--- src/rtl/envelope_vca_if.sv ---
`default_nettype none
// ============================================================================
//  Module   : envelope_vca_if
//  Purpose  : Sample/envelope bundle between the ADSR envelope generator
//             side (master) and the envelope_vca amplifier (slave).
//  Signals  : sample_in        signed input sample
//             sample_in_valid  1-cycle strobe, one per audio sample
//             envelope         unsigned envelope amplitude
//             sample_out       signed scaled sample, held until next result
//             sample_out_valid 1-cycle result strobe
//             busy             multiply in flight
//             overrun          sticky, strobe arrived while busy
//  Revision : 1.0  initial release
// ============================================================================
interface envelope_vca_if #(
    parameter int BITSIZE  = 16,
    parameter int ENV_BITS = 16
);
    logic [BITSIZE-1:0]  sample_in;
    logic                sample_in_valid;
    logic [ENV_BITS-1:0] envelope;
    logic [BITSIZE-1:0]  sample_out;
    logic                sample_out_valid;
    logic                busy;
    logic                overrun;

    modport master (
        output sample_in, sample_in_valid, envelope,
        input  sample_out, sample_out_valid, busy, overrun
    );

    modport slave (
        input  sample_in, sample_in_valid, envelope,
        output sample_out, sample_out_valid, busy, overrun
    );
endinterface
`default_nettype wire

--- src/rtl/envelope_vca.sv ---
`default_nettype none
// ============================================================================
//  Module   : envelope_vca
//  Purpose  : Voltage-controlled amplifier after the ADSR envelope generator.
//             Multiplies a signed sample by an unsigned envelope with a
//             serial LSB-first shift-add multiplier, scales so that
//             2**(ENV_BITS-2) is unity gain, saturates and emits one result
//             per accepted sample.
//  Ports    : clk  system clock
//             rst  synchronous active-high reset
//             bus  envelope_vca_if.slave (sample/envelope in, result out,
//                  busy, sticky overrun)
//  Options  : VCA_SLEW_EN - when defined, the effective envelope moves at
//             most SLEW_STEP per accepted sample toward the input envelope.
//  Timing   : accept on edge N, sample_out_valid high after edge N+ENV_BITS+2
//  Revision : 1.0  initial release
// ============================================================================
module envelope_vca #(
    parameter int BITSIZE   = 16,
    parameter int ENV_BITS  = 16,
    parameter int SLEW_STEP = 64
) (
    input  wire logic          clk,
    input  wire logic          rst,
    envelope_vca_if.slave      bus
);
    localparam int ACC_W = BITSIZE + ENV_BITS;
    localparam int CNT_W = (ENV_BITS > 1) ? $clog2(ENV_BITS) : 1;
    localparam logic [CNT_W-1:0] CNT_LAST = CNT_W'(ENV_BITS - 1);
    localparam logic signed [ACC_W-1:0] SAT_MAX =
        {{(ACC_W-BITSIZE+1){1'b0}}, {(BITSIZE-1){1'b1}}};
    localparam logic signed [ACC_W-1:0] SAT_MIN =
        {{(ACC_W-BITSIZE+1){1'b1}}, {(BITSIZE-1){1'b0}}};

    // SAT registers the shifted/saturated value so the wide compare does not
    // sit in the same path as the output register.
    typedef enum logic [1:0] {
        S_IDLE = 2'd0,
        S_MUL  = 2'd1,
        S_SAT  = 2'd2,
        S_DONE = 2'd3
    } state_t;

    state_t              state_q;
    logic [CNT_W-1:0]    cnt_q;
    logic [BITSIZE-1:0]  sample_q;
    logic [ENV_BITS-1:0] env_eff_q;
    logic [ENV_BITS-1:0] env_eff_d;
    logic [ACC_W-1:0]    acc_q;
    logic [BITSIZE-1:0]  res_q;
    logic [BITSIZE-1:0]  sample_out_q;
    logic                valid_q;
    logic                busy_q;
    logic                overrun_q;

    logic [ACC_W-1:0]        w_pp;
    logic signed [ACC_W-1:0] w_shifted;
    logic [BITSIZE-1:0]      w_sat;

`ifdef VCA_SLEW_EN
    localparam logic [ENV_BITS:0] STEP_X = (ENV_BITS+1)'(SLEW_STEP);
    logic [ENV_BITS:0] w_env_x;
    logic [ENV_BITS:0] w_eff_x;

    // Compared one bit wider so eff+STEP / env+STEP never wrap.
    always_comb begin
        w_env_x = {1'b0, bus.envelope};
        w_eff_x = {1'b0, env_eff_q};
        if (w_env_x > w_eff_x + STEP_X)
            env_eff_d = env_eff_q + STEP_X[ENV_BITS-1:0];
        else if (w_env_x + STEP_X < w_eff_x)
            env_eff_d = env_eff_q - STEP_X[ENV_BITS-1:0];
        else
            env_eff_d = bus.envelope;
    end
`else
    logic w_unused_slew;
    assign w_unused_slew = ^SLEW_STEP;
    assign env_eff_d     = bus.envelope;
`endif

    // Sign-extended sample shifted to the weight of the current envelope bit.
    assign w_pp = env_eff_q[cnt_q]
                ? ({{ENV_BITS{sample_q[BITSIZE-1]}}, sample_q} << cnt_q)
                : '0;

    // Arithmetic shift floors toward -inf, matching the gain scaling.
    assign w_shifted = $signed(acc_q) >>> (ENV_BITS - 2);

    always_comb begin
        if (w_shifted > SAT_MAX)
            w_sat = {1'b0, {(BITSIZE-1){1'b1}}};
        else if (w_shifted < SAT_MIN)
            w_sat = {1'b1, {(BITSIZE-1){1'b0}}};
        else
            w_sat = w_shifted[BITSIZE-1:0];
    end

    always_ff @(posedge clk) begin
        if (rst) begin
            state_q      <= S_IDLE;
            cnt_q        <= '0;
            sample_q     <= '0;
            env_eff_q    <= '0;
            acc_q        <= '0;
            res_q        <= '0;
            sample_out_q <= '0;
            valid_q      <= 1'b0;
            busy_q       <= 1'b0;
            overrun_q    <= 1'b0;
        end else begin
            valid_q <= 1'b0;
            if (state_q != S_IDLE && bus.sample_in_valid)
                overrun_q <= 1'b1;
            case (state_q)
                S_IDLE: begin
                    if (bus.sample_in_valid) begin
                        sample_q  <= bus.sample_in;
                        env_eff_q <= env_eff_d;
                        acc_q     <= '0;
                        cnt_q     <= '0;
                        busy_q    <= 1'b1;
                        state_q   <= S_MUL;
                    end
                end
                S_MUL: begin
                    acc_q <= acc_q + w_pp;
                    cnt_q <= cnt_q + 1'b1;
                    if (cnt_q == CNT_LAST)
                        state_q <= S_SAT;
                end
                S_SAT: begin
                    res_q   <= w_sat;
                    state_q <= S_DONE;
                end
                S_DONE: begin
                    sample_out_q <= res_q;
                    valid_q      <= 1'b1;
                    busy_q       <= 1'b0;
                    state_q      <= S_IDLE;
                end
                default: state_q <= S_IDLE;
            endcase
        end
    end

    assign bus.sample_out       = sample_out_q;
    assign bus.sample_out_valid = valid_q;
    assign bus.busy             = busy_q;
    assign bus.overrun          = overrun_q;
endmodule
`default_nettype wire

--- src/flat_wrapper.sv ---
// flat-port wrapper written by rule: the top's interface ports become plain ports
module envelope_vca_flat 
#(
    parameter int BITSIZE   = 16,
    parameter int ENV_BITS  = 16,
    parameter int SLEW_STEP = 64
)
  (clk, rst, bus_sample_in, bus_sample_in_valid, bus_envelope, bus_sample_out, bus_sample_out_valid, bus_busy, bus_overrun);
  envelope_vca_if #(.BITSIZE(BITSIZE), .ENV_BITS(ENV_BITS)) bus_i ();
  input  wire logic clk;
  input  wire logic rst;
  input wire logic [$bits(bus_i.sample_in)-1:0] bus_sample_in;
  input wire logic [$bits(bus_i.sample_in_valid)-1:0] bus_sample_in_valid;
  input wire logic [$bits(bus_i.envelope)-1:0] bus_envelope;
  output wire logic [$bits(bus_i.sample_out)-1:0] bus_sample_out;
  output wire logic [$bits(bus_i.sample_out_valid)-1:0] bus_sample_out_valid;
  output wire logic [$bits(bus_i.busy)-1:0] bus_busy;
  output wire logic [$bits(bus_i.overrun)-1:0] bus_overrun;
  assign bus_i.sample_in = bus_sample_in;
  assign bus_i.sample_in_valid = bus_sample_in_valid;
  assign bus_i.envelope = bus_envelope;
  assign bus_sample_out = bus_i.sample_out;
  assign bus_sample_out_valid = bus_i.sample_out_valid;
  assign bus_busy = bus_i.busy;
  assign bus_overrun = bus_i.overrun;
  envelope_vca #(.BITSIZE(BITSIZE), .ENV_BITS(ENV_BITS), .SLEW_STEP(SLEW_STEP)) u_core (.clk(clk), .rst(rst), .bus(bus_i));
endmodule
--- config.mk ---
export PLATFORM = sky130hd
export DESIGN_NAME = envelope_vca_flat
export DESIGN_NICKNAME = d
export VERILOG_FILES = /design/src/rtl/envelope_vca_if.sv /design/src/rtl/envelope_vca.sv /design/src/flat_wrapper.sv
export SDC_FILE = /design/constraint.sdc
export NUM_CORES = 1
export LEC_CHECK = 0
export CORE_UTILIZATION = 63
export CTS_CLUSTER_DIAMETER = 80
export DETAILED_ROUTE_END_ITERATION = 8
export PLACE_DENSITY = 0.83
export SLEW_MARGIN = 0
export SYNTH_ARGS = -nofsm -noshare
export SYNTH_HDL_FRONTEND = slang
export SYNTH_SLANG_ARGS = --single-unit
--- constraint.sdc ---
create_clock -name clk -period 8.46 [get_ports clk]
set_input_delay 1.692 -clock clk [delete_from_list [all_inputs] [get_ports clk]]
set_output_delay 1.692 -clock clk [all_outputs]
set_load 0.05 [all_outputs]
; ---- Word level (Yosys, flattened, before mapping)
; Index checks and enable logic that the tools add are counted.
[totals]
regBits = 105
latchBits = 0
ram_bits = 0
mem_bits_ro = 0
input_bits = 35
output_inout_bits = 19
mem_count = 0
[op_classes]
add_sub_neg = 2
multipliers = 0
n_div = 0
order_cmp = 3
n_eq_ne = 6
shifts = 1
n_mux = 15
n_bitwise = 0
reduce_logical = 9
[op_table]
columns = operator, n
row1 = 32-bit two-way mux, 2
row2 = 32-bit one-hot mux with 2 select lines, 1
row3 = 32-bit adder, 1
row4 = 16-bit two-way mux, 2
row5 = 32-bit by 4-bit left shift with 32-bit output, 1
row6 = "18-bit by 16-bit > comparator with 1-bit output, second input constant", 1
row7 = "18-bit by 16-bit < comparator with 1-bit output, second input constant", 1
row8 = 2-bit one-hot mux with 4 select lines, 1
row9 = 4-bit one-hot mux with 2 select lines, 1
row10 = 2-bit AND reduction, 4
row11 = 2-bit nonzero test, 3
row12 = "4-bit by 5-bit < comparator with 1-bit output, second input constant", 1
row13 = "4-bit by 1-bit adder with 4-bit output, second input constant", 1
row14 = 1-bit binary-select mux with 4-bit select, 1
row15 = "2-bit == test, second input constant", 2
row16 = "4-bit == test, second input constant", 1
row17 = 2-bit two-way mux, 2
row18 = 4-bit two-way mux, 1
row19 = 1-bit two-way mux, 3
row20 = "2-bit by 1-bit == test with 1-bit output, second input constant", 1
row21 = 2-bit logical NOT, 1
row22 = "2-bit by 1-bit inequality test with 1-bit output, second input constant", 1
row23 = "2-bit inequality test, second input constant", 1
row24 = 1-bit one-hot mux with 2 select lines, 1
row25 = 1-bit logical AND, 1

; ---- Logic depth before layout (Yosys ltp)
; Gate-level depths: netlist of run 1.
[logic_depth]
ltp_word = 5
ltp_mapped = 21

; ---- Least setup slack after synthesis of run 1
; Ideal clock, no wire load.
[synth_path]
path_type = reg2reg
from = register u_core.cnt_q[0]
to = register u_core.acc_q[30]
setup_ns = 0.117
arrival_time_ns = 4.127
slack_ns = 4.216
stages_incl_launch_ff = 22
path_buffers = 4
cell_sequence = dfxtp_1 -> buf_2 -> mux4_2 -> nand2_1 -> nand2_1 -> nand2_1 -> o21a_1 -> buf_2 -> buf_1 -> a211oi_1 -> ha_1 -> buf_6 -> a21o_1 -> a311o_1 -> a21o_1 -> a21oi_2 -> o41ai_2 -> a31oi_4 -> o21ai_2 -> a31oi_1 -> xnor2_1 -> a22o_1
[synth_via]
elab_chain_cells = 5
elab_cells_between_ends = 6
cone_classes = 1 x add/sub / 1 x shift / 4 x mux
[synth_lines]
columns = element, line_no
row1 = "start, declared", envelope_vca.sv:45  ; logic [CNT_W-1:0] cnt_q;
row2 = "start signal, assigned", envelope_vca.sv:128  ; cnt_q <= cnt_q + 1'b1;
row3 = 1-bit binary-select mux with 4-bit select, envelope_vca.sv:83  ; assign w_pp = env_eff_q[cnt_q]
row4 = 1-bit two-way mux (not written as such), envelope_vca.sv:83
row5 = 32-bit two-way mux (*), envelope_vca.sv:84  ; ? ({{ENV_BITS{sample_q[BITSIZE-1]}}, sample_q} << cnt_q)
row6 = 32-bit adder (*), envelope_vca.sv:127  ; acc_q <= acc_q + w_pp;
row7 = 32-bit one-hot mux with 2 select lines (*), envelope_vca.sv:115  ; case (state_q)
row8 = "end signal, assigned", envelope_vca.sv:127
row9 = "end, declared", envelope_vca.sv:49  ; logic [ACC_W-1:0] acc_q;
; Every way passes the cells marked *; elsewhere a longest branch is shown, timed or not. The select of a mux whose other input is x is not followed.
; A chain may end at the register's enable or synchronous reset.

; ---- Worst setup path after layout of run 1
[layout_path]
from = register u_core.cnt_q[1]
to = register u_core.acc_q[30]
; Same word-level chain as after synthesis.

==> results.sh, run 1 <==
export IMPL_final_setup_skew_ns=0.01223
export IMPL_synthTopCellsByArea="dfxtp_1, a21oi_1, ha_1"
export IMPL_worstSetupPathType="flop to flop"
export IMPL_route_detailed_drc=0
export IMPL_slew_headroom_pct=23.62
export IMPL_final_instance_count_excl_fill=923
export IMPL_fin_crit_ns=5.038
export IMPL_netlist_area_leader_share_pct=33.47
export IMPL_synthMuxAreaShare_pct=10.82
export IMPL_gr_usage_all_layers_pct=27.93
export IMPL_cp_top_family="compound AO/OA/AOI/OAI gates"
export IMPL_p_total_mw=1.277
export IMPL_synth_top_flop_cell="dfxtp_1"
export IMPL_antenna_cells=0
export IMPL_crit_chain="mux4_2 -> nand2_1 -> nand2_1 -> nand2_1 -> o21a_1 -> a211oi_1 -> ha_1 -> o21ai_1 -> o21a_1 -> o211ai_1 -> a31oi_1 -> o41ai_2 -> a31oi_4 -> o21ai_2 -> a31oi_1 -> xnor2_1 -> a22o_1"
export IMPL_synth_xor_area_share_pct=3.625
export IMPL_drt_iter0_drc=217
export IMPL_vias=5535
export IMPL_grt_pass1_vias=5078
export IMPL_synth_edff_count=0
export IMPL_preCtsSetupSlack_ns=3.468
export IMPL_fp_coreArea_um2=9729
export IMPL_placed_cells=907
export IMPL_htreeDepth=3
export IMPL_holdWs_ns=0.4642
export IMPL_die_width_um=101.9
export IMPL_cp_num_buf_inv=0
export IMPL_synthAdderAreaFrac_pct=7.490
export IMPL_required_ns=8.73
export IMPL_setup_viol=0
export IMPL_clk_latency_ns=0.37
export IMPL_crit_path_end_kind="flop"
export IMPL_routed_wl_mm=14.32
export IMPL_cpPeakStageDelay_ns=1.09
export IMPL_async_flop_share_pct=0
export IMPL_drive_above_1_share_pct=5.190
export IMPL_critPathMaxFanout=29
export IMPL_syn_area_per_cell_um2=8.221
export IMPL_rsz0062_at_grt="no"
export IMPL_nNetsFinal=857
export IMPL_setup_slack_ns=3.422
export IMPL_status="complete, no violations"
export IMPL_yosysWarnings=0
export IMPL_power_density_nw_per_um2=182.8
export IMPL_post_dp_hpwl_mm=10.75
export IMPL_fin_setup_tns_ns=0
export IMPL_cts_sinks=105
export IMPL_cts_resized=0
export IMPL_post_drt_wl_per_cell_um=15.52
export IMPL_root_buffer="clkbuf_8"
export IMPL_mostFrequentLayoutCell="dfxtp_1"
export IMPL_crit_path_top_delay_cell="dfxtp_1"
export IMPL_synth_seq_cells=105
export IMPL_p_leak_nw=2.704
export IMPL_port_buffers=53
export IMPL_crit_top_cell="nand2_1"
export IMPL_cts_buffers=9
export IMPL_synth_fp_nets=836
export IMPL_hold_viol_final=0
export IMPL_postCtsSetupRepairBufs=0
export IMPL_critPathLaunchType="flop"
export IMPL_grt_overflow_total=0
export IMPL_synth_compound_area_share_pct=23.27
export IMPL_final_cell_mix="dfxtp_1, a21oi_1, nand2_1"
export IMPL_fin_crit_sh_pct=59.56
export IMPL_cp_arrival_ns=5.30
export IMPL_drt_pass1_iter_count=5
export IMPL_tritoncts="built"
export IMPL_antenna_left=0
export IMPL_place_area_um2=6820
export IMPL_postSynthCellCount=764
export IMPL_nFillCells=799
export IMPL_synth_area_leader_cell="dfxtp_1"
export IMPL_postLayoutCoreUtil_pct=71.79
export IMPL_worst_hold_path_type="flop to flop"
export IMPL_postLayoutCellArea_um2=6984
export IMPL_die_area_um2=10370
export IMPL_vias_per_cell=5.997
export IMPL_path_clk_slew_ns=0.10
export IMPL_synth_area_um2=6281
export IMPL_start_util_pct=64.56
export IMPL_synth_top_family_by_area="compound AO/OA/AOI/OAI gates"
export IMPL_ir_worst_vdd_uv=116.5
export IMPL_io_pins=54
export IMPL_drv_slew=0
export IMPL_hold_buffers=0
export IMPL_yosys_cell_types_count=54
export IMPL_synthToLayoutAreaGrowth_pct=11.20
export IMPL_die_y_um=101.9
export IMPL_yosysSeqAreaShare_pct=33.47
export IMPL_grt_pass1_wl_mm=23.09
export IMPL_antenna_found_initial=0
export IMPL_grt_max_degree=90
export IMPL_synth_simple_area_share_pct=17.23
export IMPL_num_rows=36
export IMPL_max_freq_mhz=198.5
export IMPL_clockBufferDepth=2
export IMPL_max_cap_viol_count=0
export IMPL_place_gp_congestion=0.9886
export IMPL_tightest_slew_ns=1.144
synthesized netlist by cell type, types with 6 or more instances:
cell,number
a211oi_1,13
a22oi_1,13
a22o_1,17
buf_1,6
nand2_1,91
nor2_1,85
clkbuf_1,35
o21ai_0,36
a21oi_1,95
inv_1,14
dfxtp_1,105
nand3_1,10
mux2i_1,42
xor2_1,11
and2_1,12
buf_2,8
o21ai_1,7
mux4_2,10
nor2b_1,8
a21o_1,13
nand2b_1,21
ha_1,36
xnor2_1,15
state kept, by name, indices dropped and copies added (netlist names):
name,count
u_core.acc_q,32
u_core.bus.busy,1
u_core.bus.overrun,1
u_core.bus.sample_out,16
u_core.bus.sample_out_valid,1
u_core.cnt_q,4
u_core.env_eff_q,16
u_core.res_q,16
u_core.sample_q,16
u_core.state_q,2
path summary, 6_finish.rpt:
check | start | end | slack [ns] | cells past startpoint
worst max-delay path | u_core.cnt_q[1] | u_core.acc_q[30] | 3.42 | 17
worst min-delay path | u_core.env_eff_q[6] | u_core.env_eff_q[6] | 0.46 | 2
worst max register to register | u_core.cnt_q[1] | u_core.acc_q[30] | 3.42 | 17
worst min register to register | u_core.env_eff_q[6] | u_core.env_eff_q[6] | 0.46 | 2
metal layers:
layer	global-route usage (%)	wire [µm]	vias to the layer above
met3	4.104	607	31
met5	0	0	-
met4	9.560	280	0
met1	35.13	6356	2571
met2	49.01	7077	170
li1	-	-	2763
power breakdown:
group,switching [mW],internal (mW)
Sequential,0.0408,0.535
Clock,0.169,0.108
Combinational,0.262,0.161
cell families (layout without fill, tap and decap cells):
family / after synthesis / count (layout)
DFF: 105 / 105
adders and majority gates: 37 / 37
and+or+nand+nor: 245 / 245
buffers and inverters: 64 / 90
xor gates and xnor gates: 26 / 26
muxes: 55 / 55
AOI/OAI and AO/OA: 232 / 232
worst reg2reg max path: stages, from the launching register on:
cell	delay, ns
dfxtp_1	1.09
mux4_2	0.47
nand2_1	0.09
nand2_1	0.06
nand2_1	0.13
o21a_1	0.55
a211oi_1	0.11
ha_1	0.44
o21ai_1	0.11
o21a_1	0.20
o211ai_1	0.18
a31oi_1	0.11
o41ai_2	0.58
a31oi_4	0.17
o21ai_2	0.19
a31oi_1	0.12
xnor2_1	0.15
a22o_1	0.19
final cells by class:
class | instances | area, µm² | share of cell area (%)
clock buffers | 12 | 135.1 | 1.935
clock inverters | 4 | 28.78 | 0.4120
inverters | 14 | 52.55 | 0.7524
multi-input cells | 595 | 3921 | 56.14
flip-flops and latches | 105 | 2102 | 30.10
well taps | 133 | 166.4 | 2.383
repair buffers | 60 | 578.1 | 8.277
No activity file was read; power rests on OpenSTA's default activity.
==> inputs of run 2 (changes only) <==
CORE_UTILIZATION = 59   (was 63)
PLACE_DENSITY = 0.78   (was 0.83)
clock period = 4.76 ns   (was 8.46 ns; I/O delays follow)
==> run 2 against run 1 <==
Compared with the run above: clock power rose by 86%; worst hold slack worse by 0.0064 ns; via count down 0.34%; final cell count up 0.76%; sequential power up 77%.
==> results.sh, run 2 (synthesis gave the netlist of run 1 again) <==
export IMPL_status="complete, no violations"
export IMPL_port_buffers=53
export IMPL_min_from="u_core.env_eff_q[6]"
export IMPL_tritoncts="built"
export IMPL_place_gp_congestion=0.9918
export IMPL_setup_viol=0
export IMPL_rr_endpoint="u_core.acc_q[30]"
export IMPL_nNetsFinal=861
export IMPL_grt_pass1_wl_mm=25.44
export IMPL_drt_iter0_drc=290
export IMPL_critPathLaunchType="flop"
export IMPL_regMostFlops="u_core.acc_q"
export IMPL_ir_worst_vdd_uv=194.5
export IMPL_max_freq_mhz=225.6
export IMPL_max_cap_viol_count=0
export IMPL_rrSetupSlack_ns=0.33
export IMPL_start_util_pct=60.84
export IMPL_place_area_um2=6854
export IMPL_cts_sinks=105
export IMPL_vias_per_cell=5.931
export IMPL_setup_slack_ns=0.3266
export IMPL_post_drt_wl_per_cell_um=16.05
export IMPL_die_width_um=105.2
export IMPL_grt_max_degree=46
export IMPL_drive_above_1_share_pct=6.171
export IMPL_postCtsSetupRepairBufs=0
export IMPL_required_ns=5.04
export IMPL_p_total_mw=2.315
export IMPL_slew_headroom_pct=33.06
export IMPL_cts_buffers=9
export IMPL_hold_viol_final=0
export IMPL_hold_depth=2
export IMPL_synthToLayoutAreaGrowth_pct=11.97
export IMPL_power_density_nw_per_um2=329.2
export IMPL_clk_latency_ns=0.38
export IMPL_fin_crit_ns=4.433
export IMPL_route_detailed_drc=0
export IMPL_fin_crit_sh_pct=93.14
export IMPL_fin_setup_tns_ns=0
export IMPL_antenna_left=0
export IMPL_crit_path_end_kind="flop"
export IMPL_cp_arrival_ns=4.71
export IMPL_gr_usage_all_layers_pct=28.39
export IMPL_postLayoutCellArea_um2=7033
export IMPL_grt_overflow_total=0
export IMPL_worstSetupPathType="flop to flop"
export IMPL_p_leak_nw=2.732
export IMPL_holdPathEnd="u_core.env_eff_q[6]"
export IMPL_final_setup_skew_ns=0.01049
export IMPL_largest_reg_flops=32
export IMPL_antenna_cells=0
export IMPL_postLayoutCoreUtil_pct=68.13
export IMPL_final_cell_mix="dfxtp_1, a21oi_1, nand2_1"
export IMPL_io_pins=54
export IMPL_tightest_slew_ns=1.004
export IMPL_clockBufferDepth=2
export IMPL_fp_coreArea_um2=10320
export IMPL_die_area_um2=11060
export IMPL_regArea_um2=2103
export IMPL_drt_pass1_iter_count=5
export IMPL_mostFrequentLayoutCell="dfxtp_1"
export IMPL_critPathMaxFanout=23
export IMPL_root_buffer="clkbuf_8"
export IMPL_preCtsSetupSlack_ns=0.2070
export IMPL_num_rows=37
export IMPL_nFillCells=869
export IMPL_htreeDepth=3
export IMPL_post_dp_hpwl_mm=11.44
export IMPL_multi_input_area_um2=3921
export IMPL_drv_slew=0
export IMPL_antenna_found_initial=0
export IMPL_rr_startpoint="u_core.cnt_q[0]"
export IMPL_routed_wl_mm=14.93
export IMPL_path_clk_slew_ns=0.10
export IMPL_vias=5516
export IMPL_grt_pass1_vias=5292
export IMPL_worst_hold_path_type="flop to flop"
export IMPL_worstRegToRegCells=17
export IMPL_die_y_um=105.2
export IMPL_rsz0062_at_grt="no"
-- run 2: cell count changes in the layout (fill, tap and decap cells not counted), sizes merged --
cell,previous run,this run
buf,8,12
clkbuf,12,9
clkinvlp,2,3
inv,15,17
-- run 2: through the flow --
step,hold slack [ns],cells
finish,0.4577,930
global route,0.4762,930
CTS,0.4589,930
detailed placement,0.4447,914
global placement,0.4419,914
floorplan,0.4331,764
-- run 2: worst max path at each step --
stage | start | to | slack [ns] | cells after the start
finish | u_core.cnt_q[0] | u_core.acc_q[30] | 0.33 | 17
global route | u_core.cnt_q[0] | u_core.acc_q[30] | 0.004 | 17
CTS | u_core.cnt_q[0] | u_core.acc_q[30] | 0.18 | 17
detailed placement | u_core.cnt_q[0] | u_core.acc_q[30] | 0.21 | 17
global placement | u_core.cnt_q[0] | u_core.acc_q[30] | 0.34 | 18
floorplan | u_core.cnt_q[0] | u_core.acc_q[30] | 0.52 | 21
-- run 2: critical path: stages (launching register included) --
cell and delay [ns]:
dfxtp_2 0.46, buf_4 0.34, mux2i_1 0.12, o21ai_0 0.42, mux2i_1 0.21, and2_1 0.20
a211oi_1 0.28, ha_1 0.39, a21o_1 0.21, a311o_1 0.37, a21o_1 0.20, a21oi_2 0.15
o41ai_2 0.12, a31oi_4 0.26, o21ai_2 0.10, a31oi_1 0.21, xnor2_1 0.09, a22o_1 0.17
-- run 2: layout make-up --
| type | instances | area share (%) |
|---|---|---|
| Timing Repair Buffer | 64 | 8.646 |
| Clock buffer | 9 | 1.761 |
| Inverter | 14 | 0.7472 |
| Sequential cell | 105 | 29.91 |
| Multi-Input combinational cell | 595 | 55.76 |
| Clock inverter | 7 | 0.7650 |
| Tap cell | 136 | 2.419 |
-- run 2: power by group --
group	internal (mW)	switching, mW
Combinational	0.291	0.482
Sequential	0.952	0.0724
Clock	0.195	0.323
-- run 2: routing by layer --
layer	global-route usage (%)	wire, µm	up-vias
met1	35.96	6791	2598
met4	9.557	305	0
li1	-	-	2760
met5	0	0	-
met3	4.616	585	25
met2	48.83	7248	133
-- run 2: what timing repair did --
action / in CTS / in global routing
setup endpoints to repair: 0 / 4
resized for setup: 0 / 1
hold buffers: 0 / 0
